### src/rtl/two_one_merge_mux.sv
// Two-input round-robin merge into a single registered output slot.
// Each output word carries a source tag so a downstream 1:2 demux can split the stream again.
module two_one_merge_mux #(
  parameter int WIDTH = 8
) (
  input  logic             clk,
  input  logic             rst_n,
  input  logic             a_valid,
  input  logic [WIDTH-1:0] a_data,
  output logic             a_ready,
  input  logic             b_valid,
  input  logic [WIDTH-1:0] b_data,
  output logic             b_ready,
  output logic             out_valid,
  output logic [WIDTH-1:0] out_data,
  output logic             out_sel,
  input  logic             out_ready,
  output logic [15:0]      cnt_a,
  output logic [15:0]      cnt_b
);

  typedef enum logic {
    SRC_A = 1'b0,
    SRC_B = 1'b1
  } src_t;

  src_t last_grant;
  logic slot_free;
  logic grant_a;
  logic grant_b;
  logic take_a;
  logic take_b;

  assign slot_free = !out_valid || out_ready;

  // Contention goes to whichever channel did not win the previous transfer.
  always_comb begin
    grant_a = 1'b0;
    grant_b = 1'b0;
    if (a_valid && b_valid) begin
      if (last_grant == SRC_A) begin
        grant_b = 1'b1;
      end else begin
        grant_a = 1'b1;
      end
    end else if (a_valid) begin
      grant_a = 1'b1;
    end else if (b_valid) begin
      grant_b = 1'b1;
    end
  end

  // Ready is forced low while reset is held so no handshake can be claimed mid-reset.
  assign a_ready = rst_n && slot_free && grant_a;
  assign b_ready = rst_n && slot_free && grant_b;

  assign take_a = a_valid && a_ready;
  assign take_b = b_valid && b_ready;

  always_ff @(posedge clk or negedge rst_n) begin
    if (!rst_n) begin
      out_valid <= 1'b0;
      out_data  <= '0;
      out_sel   <= 1'b0;
    end else if (take_a) begin
      out_valid <= 1'b1;
      out_data  <= a_data;
      out_sel   <= SRC_A;
    end else if (take_b) begin
      out_valid <= 1'b1;
      out_data  <= b_data;
      out_sel   <= SRC_B;
    end else if (out_ready) begin
      out_valid <= 1'b0;
    end
  end

  always_ff @(posedge clk or negedge rst_n) begin
    if (!rst_n) begin
      last_grant <= SRC_B;
    end else if (take_a) begin
      last_grant <= SRC_A;
    end else if (take_b) begin
      last_grant <= SRC_B;
    end
  end

  always_ff @(posedge clk or negedge rst_n) begin
    if (!rst_n) begin
      cnt_a <= 16'h0000;
      cnt_b <= 16'h0000;
    end else begin
      if (take_a) begin
        cnt_a <= cnt_a + 16'h0001;
      end
      if (take_b) begin
        cnt_b <= cnt_b + 16'h0001;
      end
    end
  end

endmodule

### config.mk
export PLATFORM = sky130hd
export DESIGN_NAME = two_one_merge_mux
export DESIGN_NICKNAME = d
export VERILOG_FILES = /design/src/rtl/two_one_merge_mux.sv
export SDC_FILE = /design/constraint.sdc
export NUM_CORES = 1
export LEC_CHECK = 0
export BUFFER_PORTS_ARGS = -buffer_cell sky130_fd_sc_hd__buf_2
export CAP_MARGIN = 0
export CORE_MARGIN = 3
export CORE_UTILIZATION = 40
export CTS_BUF_LIST = sky130_fd_sc_hd__clkbuf_16
export DETAILED_ROUTE_END_ITERATION = 12
export PLACE_DENSITY = 0.74
export SLEW_MARGIN = 0
export SYNTH_ARGS = -nofsm -noshare
export SYNTH_HDL_FRONTEND = slang
export SYNTH_SLANG_ARGS = --single-unit
### constraint.sdc
create_clock -name clk -period 2.65 [get_ports clk]
set_input_delay 0.265 -clock clk [delete_from_list [all_inputs] [get_ports clk]]
set_output_delay 0.265 -clock clk [all_outputs]
set_load 0.01 [all_outputs]
==> results of run 1 <==
==> stage by stage <==
step | worst slack, ns | instance area, um^2 | util [%]
after global routing | 0.360 | 2520 | 52.7
after detailed placement | 0.752 | 2380 | 49.8
after floorplan | 1.12 | 2010 | -
final | 0.471 | 2520 | 52.7
after global placement | 0.775 | 2380 | 49.8
after CTS | 0.451 | 2520 | 52.7
==> critical path, stage by stage (launching register included) <==
cell	delay (ns)
dfstp_2	0.37
a21bo_2	0.23
or3_1	0.56
inv_2	0.29
buf_2	0.17
==> synth_stat cells <==
cell and instances:
nor2b_1 1, buf_1 1, xor2_1 11, dfstp_2 1, a21bo_2 1, nand3_1 8, inv_2 1, or2b_1 1
a31oi_1 8, buf_6 2, buf_2 4, dfrtp_1 42, and3_1 2, nor4_1 5, and2_1 1, nor4_4 3
ha_1 2, inv_1 7, nand2_2 1, nor3_1 4, or3_1 2, nand2_1 31, nor4_2 3, nor2_1 13
nand2b_1 1, nand4_2 1, xnor2_1 19, nand4_1 9, and4_1 3
==> power by group through the flow <==
stage / logic, uW / clock network (uW) / registers (uW)
6_report: 436 / 563 / 920
5_1_grt: 489 / 608 / 943
4_1_cts: 447 / 583 / 921
3_5_place_dp: 448 / 0 / 928
3_3_place_gp: 440 / 0 / 927
2_1_floorplan: 197 / 0 / 969
==> final timing paths <==
kind | to | slack [ns] | cells after the start
worst min-delay path | out_data[6] | 0.14 | 2
max in group asynchronous | last_grant | 2.15 | 2
worst max register to register | cnt_b[2] | 0.84 | 5
worst max-delay path | b_ready | 0.47 | 4
min in group clk | out_data[6] | 0.24 | 3
worst min register to register | cnt_a[15] | 0.46 | 1
==> kinds of logic after synthesis <==
logic type / count (synthesis)
XOR/XNOR: 30
buffers and inverters: 15
AND/OR/NAND/NOR: 89
AO/OA/AOI/OAI: 9
flip-flops: 43
adder cells (fa/ha/maj): 2
==> metal layers <==
layer  up-vias  part of all wire, %  global-route usage, %
met5         -                    0                      0
met4         0                  1.1                   4.35
met3         5                  7.0                   3.52
met2        48                   45                   22.8
met1       707                   47                   19.8
li1        770                    -                      -
==> flip-flops by register name (all words and copies together), names as in the netlist <==
signal / count
cnt_b: 16
last_grant: 1
out_valid: 1
out_data: 8
out_sel: 1
cnt_a: 16
==> area by class of cell <==
cell class | count | area share [%]
Clock inverter | 3 | 0.496
Inverter | 8 | 1.19
Clock buffer | 5 | 4.96
Tap cell | 67 | 3.32
Sequential cell | 43 | 42.7
Timing Repair Buffer | 66 | 13.3
Multi-Input combinational cell | 130 | 34.0
==> impl_metrics.csv, run 1 <==
group,metric,value,unit
run_status,status,"complete, no violations",
pwr,ir_drop,0.479,mV
pwr,seq_power_share,48.0,%
critical_path,regToRegStartpoint,"last_grant",
synthesis,synth_mux_area_share,0,%
pwr,clockPowerShare,29.3,%
die,die_x,76.9,um
final_layout,multiInputGateArea,858,um^2
critical_path,crit_arrival,1.91,ns
critical_path,critPathKind,"register to primary output",
final_layout,finalNonFillerCells,322,
synthesis,synth.avg_cell_area,10.7,um^2
grt,first_global_vias,1510,
synthesis,ys_seq_elements,43,
pwr,power_switching,597,uW
route,drt_wl_total,3.95,mm
route,routedWlPerCell,12.3,um
final_layout,ff_latch_area,1080,um^2
die,start_util,42.0,%
critical_path,endpoint_kind,"primary output",
sta,hold_ws,0.135,ns
pwr,power_density,761,nW/um^2
final_layout,area_delta_synth_final,25.4,%
sta,fmax,459,MHz
pwr,swShare,31.1,%
route,drt_iter0_drc,49,
synthesis,yosys.area_share.simple,25.4,%
final_layout,n_antenna_cell,0,
clock_network,cts_tree,"done",
sta,finalSetupViolations,0,
critical_path,critPathMaxFanout,14,
synthesis,synth_area_leader_cell,"dfrtp_1",
clock_network,cts-resized-gates,0,
critical_path,startpoint,"last_grant",
clock_network,cts_buffer_depth,2,
route,vias_per_cell,4.75,
final_layout,layout_commonest_cell,"buf_2",
pwr,combPwrFrac,22.7,%
die,die_y,76.9,um
route,drtPass1Iterations,4,
synthesis,synth_cell_types,29,
placement,dpl.hpwl,2.96,mm
critical_path,cp.required,2.38,ns
sta,finalClockSkew,0.00462,ns
sta,fin_crit,2.18,ns
sta,slew_viol_final,0,
sta,tightest_slew,0.635,ns
grt,overflow,0,
synthesis,synthAdderAreaFrac,1.24,%
grt,track_usage,14.5,%
route,ant_nets,0,
sta,finalHoldViolations,0,
route,vias,1530,
flow_run,drv_cap,0,
synthesis,synth-xor-area-share,13.1,%
grt,antenna_found_initial,0,
final_layout,layout.nets,277,
final_layout,drive_above_1_share,32.5,%
synthesis,synthesis.instances,188,
die,io_pins,65,
route,drc,0,
synthesis,synth_top_family_by_area,"simple AND/OR/NAND/NOR gates",
pwr,leakagePower,0.00129,uW
synthesis,synth_compound_area_share,2.99,%
critical_path,start_kind,"register",
min_path,min_path_type,"primary input to async pin",
clock_network,cts_hold_buf,0,
final_layout,mostFrequentLayoutCells,"64 x buf_2, 42 x dfrtp_1, 31 x nand2_1",
synthesis,yosys.area.top_type_share,52.2,%
sta,setup_tns,0,ns
sta,relSlewSlack,57.3,%
synthesis,syn_nets,211,
die,core,4790,um^2
synthesis,synth_area_leaders,"dfrtp_1 52%, xnor2_1 8.3%, nand2_1 5.8%",
clock_network,clk_pin_slew,0.06,ns
clock_network,cts_buffers,5,
clock_network,cts_setup_buffers,0,
placement,gp_congestion,0.780,
clock_network,cts_htree_levels,2,
sta,rsz0062_at_grt,"false",
pwr,p_int,1320,uW
grt,grt_start_max_net_pins,44,
sta,fin_crit_sh,82.2,%
final_layout,fill_cells,438,
grt,grt_first_pass_wirelength,7.02,mm
clock_network,cts_sinks,43,
die,fp.dieArea,5920,um^2
synthesis,yosysSeqAreaShare,53.5,%
synthesis,yosysWarnings,0,
synthesis,syn-cell-area,2010,um^2
clock_network,worstSkewPairLatency,0.27,ns
pwr,p_total,1920,uW
die,rows,25,
clock_network,ctsRootBufferMaster,"clkbuf_16",
placement,io_buffers,64,
placement,place_inst,314,
Power figures use the tool's default switching activity.
==> run 2: changes to the inputs <==
--- a/config.mk
+++ b/config.mk
@@ -11,7 +11,7 @@
 export CORE_UTILIZATION = 40
 export CTS_BUF_LIST = sky130_fd_sc_hd__clkbuf_16
 export DETAILED_ROUTE_END_ITERATION = 12
-export PLACE_DENSITY = 0.74
+export PLACE_DENSITY = 0.77
 export SLEW_MARGIN = 0
 export SYNTH_ARGS = -nofsm -noshare
 export SYNTH_HDL_FRONTEND = slang
==> constraint.sdc (replaced) <==
create_clock -name clk -period 1.8 [get_ports clk]
set_input_delay 0.18 -clock clk [delete_from_list [all_inputs] [get_ports clk]]
set_output_delay 0.18 -clock clk [all_outputs]
set_load 0.01 [all_outputs]
==> run 2 against run 1 <==
Non-clock buffer count up 5. Via count up 4.4%. Combinational power up 53%. Worst hold slack worse by 0.11 ns. Clock-buffer cell count unchanged. Clock power up 100%. Core utilization up 2.2 points. Critical path depth unchanged. Register-to-register slack worse by 0.66 ns. Largest cell class unchanged. Worst setup slack worse by 0.40 ns. Sequential cell count unchanged. Global-route usage up 0.78 points.
==> impl_metrics.csv, run 2 (same netlist as run 1, synthesis figures left out) <==
group,metric,value,unit
grt,grt_start_max_net_pins,44,
critical_path,start_kind,"register",
flow_run,drv_cap,0,
critical_path,cp_num_buf_inv,2,
clock_network,cts_tree,"done",
final_layout,reg_top3,"cnt_a (16), cnt_b (16), out_data (8)",
die,fp.dieArea,5920,um^2
final_layout,drive_above_1_share,35.0,%
die,core,4790,um^2
route,drtPass1Iterations,4,
critical_path,regToRegStartpoint,"cnt_a[3]",
critical_path,critPathMaxFanout,13,
final_layout,area_delta_synth_final,30.7,%
route,ant_nets,0,
sta,setup_tns,0,ns
pwr,combPwrFrac,21.1,%
critical_path,crit_chain,"nor2b_1 -> or3_4 -> inv_6 -> buf_2",
placement,dpl.hpwl,3.11,mm
pwr,power_density,1210,nW/um^2
sta,finalSetupViolations,0,
grt,antenna_found_initial,0,
sta,slew_viol_final,0,
clock_network,cts_sinks,43,
grt,use_met3,4.81,%
sta,fin_crit,1.73,ns
critical_path,worst_path_largest_cell_delay,0.43,ns
pwr,power_switching,919,uW
pwr,ir_drop,0.566,mV
pwr,swShare,29.0,%
grt,first_global_vias,1569,
final_layout,layout_commonest_cell,"buf_2",
die,die_y,76.9,um
placement,io_buffers,64,
critical_path,rr_worst_depth,4,
critical_path,endpoint_kind,"primary output",
grt,use_met1,19.5,%
placement,pre_cts_ws,0.177,ns
grt,grt_first_pass_wirelength,7.29,mm
placement,gp_congestion,0.731,
critical_path,cp.required,1.62,ns
critical_path,reg2reg_to,"cnt_a[12]",
sta,rsz0062_at_grt,"false",
critical_path,crit_arrival,1.55,ns
critical_path,r2r_setup_slack,0.18,ns
grt,overflow,0,
min_path,min_path_type,"primary input to async pin",
clock_network,cts_buffers,5,
sta,tightest_slew,0.526,ns
pwr,leakagePower,0.00133,uW
pwr,seq_power_share,42.6,%
critical_path,crit_slowest_cell,"or3_4",
clock_network,ctsRootBufferMaster,"clkbuf_16",
sta,fin_crit_sh,95.9,%
critical_path,crit_family,"simple AND/OR/NAND/NOR gates",
die,die_x,76.9,um
route,drt_wl_total,4.22,mm
final_layout,layout.nets,282,
pwr,clockPowerShare,36.3,%
run_status,status,"complete, no violations",
route,vias_per_cell,4.88,
final_layout,mostFrequentLayoutCells,"64 x buf_2, 42 x dfrtp_1, 31 x nand2_1",
die,rows,25,
sta,setup_slack,0.0742,ns
grt,track_usage,15.3,%
clock_network,cts_htree_levels,2,
grt,use_met2,24.4,%
die,start_util,42.0,%
clock_network,clk_pin_slew,0.06,ns
sta,finalClockSkew,0.00649,ns
route,drt_iter0_drc,81,
sta,finalHoldViolations,0,
route,vias,1597,
pwr,p_total,3170,uW
clock_network,worstSkewPairLatency,0.28,ns
clock_network,cts_buffer_depth,2,
grt,grt.busiest_layer,"met2",
sta,relSlewSlack,64.9,%
final_layout,n_antenna_cell,0,
sta,fmax,579,MHz
critical_path,critPathKind,"register to primary output",
route,routedWlPerCell,12.9,um
pwr,p_int,2250,uW
route,drc,0,
die,io_pins,65,
## run 2: worst max-delay path by stage
stage                     from           to  slack (ns)  depth (start not counted)
global route          cnt_a[3]    cnt_a[12]        0.02                          4
global placement     out_valid      b_ready        0.25                          4
detailed placement   out_valid  out_data[4]        0.18                          5
floorplan           last_grant    cnt_a[12]        0.27                          5
finish               out_valid      b_ready        0.07                          4
CTS                 last_grant      a_ready        0.01                          5
## run 2: routing by layer
layer  wire length [um]  vias up
met1               1910      753
li1                   -      782
met2               1930       55
met3                317        7
met5                  0        -
met4                 66        0
## run 2: cell type report
cell class	count	area, um^2
sequential	43	1080
fill	414	2160
tap	67	83.8
inverter	8	38.8
timing repair buffer	71	377
clock buffer	5	125
clock inverter	3	63.8
multi-input combinational	130	863
## run 2: timing repair
item                       4_1_cts  5_1_grt
setup buffers                    0        1
hold buffers                     0        0
gates resized for setup          3        2
setup endpoints to repair        2        2
## run 2: stage by stage
stage	cell area [um^2]	utilization, %	hold slack, ns	std cells
global placement	2410	50.5	0.341	318
CTS	2620	54.6	0.0548	326
finish	2630	54.9	0.0219	327
floorplan	2010	-	-0.116	188
global route	2630	54.9	0.0746	327
detailed placement	2410	50.5	0.358	318
## run 2: power by group through the flow
| stage | registers [uW] | logic (uW) | clock network (uW) |
|---|---|---|---|
| 5_1_grt | 1380 | 746 | 1210 |
| 6_report | 1350 | 668 | 1150 |
| 2_1_floorplan | 1430 | 291 | 0 |
| 3_5_place_dp | 1360 | 673 | 0 |
| 4_1_cts | 1350 | 677 | 1170 |
| 3_3_place_gp | 1360 | 652 | 0 |
